--- src/rtl/pc_redirect_unit.sv ---
// Fetch-side PC owner: accepts jump/branch redirects, buffers one across a stall, and injects flush bubbles.
// Optional feature macro: REDIRECT_ALIGN_CHECK_EN (reject misaligned targets, sticky misalign_err).
module pc_redirect_unit #(
  parameter logic [31:0] RESET_PC     = 32'h0000_0000,
  parameter int unsigned FLUSH_CYCLES = 2
) (
  input  logic        clk,
  input  logic        rst,
  input  logic        stall,
  input  logic        redirect_valid,
  input  logic [31:0] redirect_target,
  output logic        redirect_ack,
  output logic [31:0] pc,
  output logic [31:0] pc_plus4,
  output logic        fetch_valid,
  output logic        flush,
  output logic        pending
`ifdef REDIRECT_ALIGN_CHECK_EN
  ,
  output logic        misalign_err
`endif
);

  localparam int unsigned AW = 32;
  localparam int unsigned CW = 3;

  typedef enum logic [1:0] {RUN, PEND, FLUSH} state_t;

  state_t        state, state_nxt;
  logic [AW-1:0] pc_nxt;
  logic [AW-1:0] pend_target, pend_target_nxt;
  logic [AW-1:0] target_aligned;
  logic [CW-1:0] cnt, cnt_nxt;
  logic          take;

  assign pc_plus4       = pc + AW'(4);
  assign target_aligned = redirect_target & ~AW'(3);

  // PEND is the only state that refuses new requests; nothing is acked in reset.
  assign redirect_ack = rst && redirect_valid && (state != PEND);
  assign fetch_valid  = rst && (state == RUN);

`ifdef REDIRECT_ALIGN_CHECK_EN
  logic target_bad;
  assign target_bad = |redirect_target[1:0];
  assign take       = redirect_ack && !target_bad;
`else
  assign take       = redirect_ack;
`endif

  // Next-state, next-PC and bubble counter.
  always_comb begin
    state_nxt       = state;
    pc_nxt          = pc;
    cnt_nxt         = cnt;
    pend_target_nxt = pend_target;
    case (state)
      RUN, FLUSH: begin
        if (take) begin
          if (stall) begin
            pend_target_nxt = target_aligned;
            state_nxt       = PEND;
          end else begin
            pc_nxt    = target_aligned;
            cnt_nxt   = CW'(FLUSH_CYCLES);
            state_nxt = FLUSH;
          end
        end else if (!stall) begin
          pc_nxt = pc_plus4;
          if (state == FLUSH) begin
            cnt_nxt = cnt - CW'(1);
            if (cnt == CW'(1)) state_nxt = RUN;
          end
        end
      end
      PEND: begin
        if (!stall) begin
          pc_nxt    = pend_target;
          cnt_nxt   = CW'(FLUSH_CYCLES);
          state_nxt = FLUSH;
        end
      end
      default: state_nxt = RUN;
    endcase
  end

  always_ff @(posedge clk) begin
    if (!rst) begin
      state       <= RUN;
      pc          <= RESET_PC;
      cnt         <= '0;
      pend_target <= '0;
      flush       <= 1'b0;
      pending     <= 1'b0;
    end else begin
      state       <= state_nxt;
      pc          <= pc_nxt;
      cnt         <= cnt_nxt;
      pend_target <= pend_target_nxt;
      flush       <= (state_nxt == FLUSH);
      pending     <= (state_nxt == PEND);
    end
  end

`ifdef REDIRECT_ALIGN_CHECK_EN
  // Sticky until reset.
  always_ff @(posedge clk) begin
    if (!rst)                          misalign_err <= 1'b0;
    else if (redirect_ack && target_bad) misalign_err <= 1'b1;
  end
`endif

endmodule
--- config.mk ---
export PLATFORM = sky130hd
export DESIGN_NAME = pc_redirect_unit
export DESIGN_NICKNAME = d
export VERILOG_FILES = /design/src/rtl/pc_redirect_unit.sv
export SDC_FILE = /design/constraint.sdc
export NUM_CORES = 1
export LEC_CHECK = 0
export BUFFER_PORTS_ARGS = -buffer_cell sky130_fd_sc_hd__clkbuf_2
export CORE_MARGIN = 1.5
export CORE_UTILIZATION = 53
export DETAILED_ROUTE_END_ITERATION = 7
export PLACE_DENSITY = 0.84
export SKIP_LAST_GASP = 1
export SLEW_MARGIN = 20
export SYNTH_ARGS = -nofsm -noshare
export SYNTH_HDL_FRONTEND = slang
export SYNTH_SLANG_ARGS = --single-unit
--- constraint.sdc ---
create_clock -name clk -period 2.55 [get_ports clk]
set_input_delay 0.1275 -clock clk [delete_from_list [all_inputs] [get_ports clk]]
set_output_delay 0.1275 -clock clk [all_outputs]
set_load 0.05 [all_outputs]
-- Word-level counts from Yosys, hierarchy flattened
Index checks and enable logic that the tools add are counted.
- flip-flop bits (word level): 69
- bits of input ports: 36
- output and inout bits: 68
- logic and storage cells: 44
- $add $sub $neg: 2
- eq/ne operators: 10
- multiplexer cells: 17
- reduce and logical (&&, ||, !) cells: 9
- operator list (kind ; count):
    $mux W32 ; 4
    $pmux W32 S2 ; 1
    $add A32 B3 Y32 const B ; 1
    $mux W2 ; 6
    $mux W3 ; 4
    $reduce_and A3 Y1 ; 3
    $ne A3 B3 Y1 const B ; 2
    $pmux W3 S2 ; 1
    $eq A2 B1 Y1 const B ; 2
    $eq A2 B2 Y1 const B ; 2
    $ne A2 B2 Y1 const B ; 2
    $pmux W2 S2 ; 1
    $eq A3 B1 Y1 const B ; 1
    $logic_and A1 B1 Y1 ; 3
    $sub A3 B1 Y3 const B ; 1
    $logic_not A2 Y1 ; 1
    $ne A2 B1 Y1 const B ; 1
    $reduce_bool A2 Y1 ; 1
    $reduce_or A2 Y1 ; 1

-- Longest topological paths before layout
- depth in word-level cells: 7
- depth in mapped cells: 8

-- Least setup slack after synthesis
No wires, ideal clock.
- path type: flip-flop to flip-flop
- from: register pc[2]
- to: register pc[30]
- data arrival time: 2897 ps
- data required time: 2489 ps
- path slack: -409 ps
- cell stages (with the launch flop): 8
- buffers on the path: 1
- clock period less this slack: 2959 ps
- cell sequence: dfxtp_1 -> ha_1 -> clkbuf_1 -> and4_1 -> nand3_1 -> nor4_1 -> xor2_1 -> o211a_1
- word-level cells in the longest chain between the ends: 4
- RTL lines (element ; RTL line ; RTL):
    start: declaration ; 13 ; output logic [31:0] pc,
    start signal: assignment ; 97 ; pc <= pc_nxt;
    $add A32 B3 Y32 ; 36 ; assign pc_plus4 = pc + AW'(4);
    named net pc_plus4[30] ; 14 ; output logic [31:0] pc_plus4,
    $mux W32 ; 68 ; end else if (!stall) begin
    $mux W32 ; 59 ; if (take) begin
    $pmux W32 S2 ; 57 ; case (state)
The timed path passes the listed nets, and every way through them passes these cells. The select of a mux whose other input is x is not followed.
A chain may end at the register's enable or synchronous reset.

-- Final worst setup path
- from: register pc[20]
- to: output pc_plus4[31]
- word-level cells in the longest chain between the ends: 1
- RTL lines (element ; RTL line):
    $add A32 B3 Y32 ; 36
    end: declaration ; 14
No other way between the ends.

==> results.py <==
metrics = {
    "outcome": {
        "run_status": "complete, but fails checks",
        "violations": "negative hold slack",
    },
    "power": {
        "power.density_cell_area_nw_per_um2": 589.4,
        "vdd_drop_max_mv": 0.3818,
        "leakage_nw": 2.094,
        "finalPower_mw": 2.926,
    },
    "route": {
        "wirelength_um": 11990,
        "wire_per_inst_um": 16.54,
        "first_iter_violations": 317,
        "antenna_left": 0,
        "vias_per_cell": 6.033,
        "dr.pass1.iters": 5,
        "vias": 4374,
        "drc": 0,
    },
    "sta": {
        "fin_crit_sh": 0.9872,
        "worstMarginPinSlew_ns": 0.6620,
        "fin_ws_ns": 0.03271,
        "finalClockSkew_ns": 0.005454,
        "rsz0062_at_grt": "yes",
        "drv_slew": 0,
        "fin_hold_ws_ns": -0.01019,
        "setup_violations": 0,
        "fmax_mhz": 397.3,
        "relSlewSlack": 0.5586,
        "final_hold_viol_count": 6,
        "period_needed_ns": 2.517,
    },
    "layout": {
        "diodes": 0,
        "final_common_cell": "nand2_1",
        "num-nets-final": 660,
        "fill_cells": 608,
        "postLayoutCellArea_um2": 4964,
        "seqCellArea_um2": 1358,
        "multi_input_area_um2": 2446,
        "fin_cells": 725,
        "mostFrequentLayoutCells": "nand2_1 (98), clkbuf_2 (95), o21ai_0 (57)",
        "areaGrowthSynthToFinish_pct": 26.42,
        "drive_gt1_frac": 0.2780,
        "utilization": 0.6880,
    },
    "synth": {
        "synth_compound_area_frac": 0.2384,
        "synth-async-reset-ratio": 0,
        "synthAdderAreaFrac": 0.009560,
        "synth_edf_count": 0,
        "syn_inst": 530,
        "ys_types": 62,
        "ys_seq_area_frac": 0.3416,
        "syn_area_um2": 3926,
        "syn_avg_cell_area_um2": 7.408,
        "synth-main-ff-cell": "dfxtp_1",
        "muxShareOfSynthArea": 0.007648,
        "yosys.area_share.simple": 0.2693,
        "ys_ff_latch": 67,
        "yosys_warnings": 0,
        "synth_top_family_by_area": "simple AND/OR/NAND/NOR gates",
        "yosys.area_share.xor_xnor": 0.06437,
    },
    "hold_path": {
        "min_path_cells": 3,
        "hold_path.class": "in2reg",
    },
    "flow_run": {
        "maxCapViolations": 0,
    },
    "worst_setup_path": {
        "worst_r2r_path_depth": 6,
        "reg2reg_from": "state[0]$_SDFF_PN0_",
        "cp-start-kind": "flip-flop",
        "path_cells": "nand3_2 -> or3_4 -> or4_4 -> xnor2_4 -> clkbuf_4",
        "cp-endpoint": "pc_plus4[31]",
        "worstSetupPathType": "reg2out",
        "end_kind": "output port",
        "crit_arrival_ns": 2.39,
        "cp_max_fo": 8,
        "regToRegSetupSlack_ns": 0.47,
        "crit_start": "pc[20]$_SDFFE_PN0P_",
        "r2r-end": "pc[23]$_SDFFE_PN0P_",
        "cpPeakStageDelay_ns": 0.54,
        "cp.required_ns": 2.42,
        "crit_path_top_delay_cell": "or4_4",
    },
    "global_route": {
        "grt_overflow": 0,
        "grt_pass1_wl_um": 18960,
        "antenna_found_initial": 0,
        "grt_pass1_vias": 3942,
        "grt_max_degree": 42,
        "grt_use_total": 0.3101,
    },
    "placed_design": {
        "gp_congestion": 0.8691,
        "dp_hpwl_um": 8319,
        "post-place-ws_ns": 0.2514,
        "dp_cells": 700,
        "io_buffers": 97,
        "placed_area_um2": 4588,
    },
    "clock_tree": {
        "cts_setup_buffers": 0,
        "cts_htree_levels": 3,
        "cts_tree": "yes",
        "clk_latency_ns": 0.35,
        "cts_made_buffers": 9,
        "clockBufferDepth": 2,
        "clk_pin_slew_ns": 0.07,
        "cts_sinks": 67,
        "clock-root-buffer": "clkbuf_8",
    },
    "floorplanning": {
        "ios": 104,
        "die_x_um": 89.07,
        "design.core.area_um2": 7214,
        "rows": 31,
        "die-height_um": 89.07,
        "initial_core_util": 0.5442,
        "die_area_um2": 7933,
    },
}
-- cells in the mapped netlist, types with 2 or more instances --
master / count / area [µm²]
a311oi_1: 6 / 52.55
a22oi_1: 4 / 30.03
or3_1: 3 / 18.77
nand4b_1: 2 / 17.52
xnor2_1: 14 / 122.6
nand4_1: 6 / 37.54
nor3b_1: 2 / 15.01
a22o_1: 5 / 43.79
buf_1: 3 / 11.26
nand2_1: 98 / 367.9
and3_1: 10 / 62.56
clkbuf_1: 32 / 120.1
buf_6: 2 / 22.52
nand3_1: 19 / 95.09
o211ai_1: 4 / 30.03
a221oi_1: 3 / 26.28
xor2_1: 13 / 113.9
and4_1: 4 / 35.03
o21ai_0: 57 / 285.3
or4_1: 2 / 15.01
buf_4: 6 / 45.04
buf_2: 6 / 30.03
o22ai_1: 10 / 62.56
inv_1: 9 / 33.78
nand2b_1: 3 / 18.77
nor2_1: 32 / 120.1
nor3_1: 18 / 90.09
dfxtp_1: 67 / 1341
and2_1: 3 / 18.77
ha_1: 3 / 37.54
a211oi_1: 4 / 30.03
o21a_1: 8 / 60.06
nand3_2: 2 / 20.02
nand4_2: 2 / 25.02
a21oi_1: 30 / 150.1
a221o_1: 2 / 20.02
nor4_1: 6 / 37.54
nand3b_1: 3 / 22.52
a31oi_1: 2 / 12.51
mux2i_1: 3 / 30.03
-- what timing repair did --
action / 4_1_cts / 5_1_grt
setup endpoints to repair: 5 / 5
endpoints found under the hold margin: 9 / 0
hold buffers: 9 / 0
resized for setup: 5 / 13
-- area by class of cell --
| class | instances | area share |
|---|---|---|
| clock inverters | 5 | 0.01512 |
| inverters | 9 | 0.006806 |
| well taps | 99 | 0.02496 |
| flip-flops and latches | 67 | 0.2735 |
| clock buffers | 11 | 0.03050 |
| repair buffers | 127 | 0.1563 |
| multi-input cells | 407 | 0.4928 |
-- metal layers --
| layer | part of all wire | wire length, µm | global-route usage |
|---|---|---|---|
| met3 | 0.089 | 1069 | 0.04247 |
| met4 | 0.028 | 337 | 0.1497 |
| met2 | 0.47 | 5656 | 0.5193 |
| met1 | 0.41 | 4926 | 0.3946 |
| met5 | 0 | 0 | 0 |
-- worst min path at each step --
stage,start,endpoint,slack [ns]
final,redirect_target[17],pend_target[17]$_SDFFE_PN0P_,-0.01
after global routing,redirect_target[23],pend_target[23]$_SDFFE_PN0P_,0.02
after CTS,redirect_target[23],pend_target[23]$_SDFFE_PN0P_,0.0002
after detailed placement,redirect_target[3],pend_target[3]$_SDFFE_PN0P_,0.35
after global placement,redirect_target[17],pend_target[17]$_SDFFE_PN0P_,0.34
after floorplan,redirect_target[10],pend_target[10]$_SDFFE_PN0P_,0.24
-- stage by stage --
step	hold slack (ns)	setup TNS, ns
finish	-0.01019	0
global route	0.01583	-0.008135
CTS	0.0002191	0
detailed placement	0.3488	0
global placement	0.3389	0
floorplan	0.2361	-0.1078
-- power by group --
group	total, mW	switching (mW)	internal [mW]
Combinational	0.700	0.495	0.206
Clock	1.03	0.434	0.599
Sequential	1.19	0.0807	1.11
Total	2.93	1.01	1.92
-- worst max-delay path, delay by kind of cell (launching register included) --
| kind | cells | cell delay (ns) |
|---|---|---|
| xor+xnor | 1 | 0.17 |
| buf+inv | 1 | 0.25 |
| flops | 1 | 0.51 |
| simple gates | 3 | 1.10 |
-- state kept, by name, summed over array words and instances, names as in the netlist --
| register | flops |
|---|---|
| flush | 1 |
| cnt | 3 |
| pend_target | 30 |
| pending | 1 |
| state | 2 |
| pc | 30 |
-- logic make-up (layout without fill, tap and decap cells) --
kind of cell | after synthesis | after routing
simple gates | 219 | 219
compound gates | 150 | 150
flops | 67 | 67
buf+inv | 59 | 152
xor+xnor | 28 | 28
fa+ha+maj | 3 | 3
mux | 3 | 3
other cells | 1 | 4
Power figures use the tool's default switching activity.
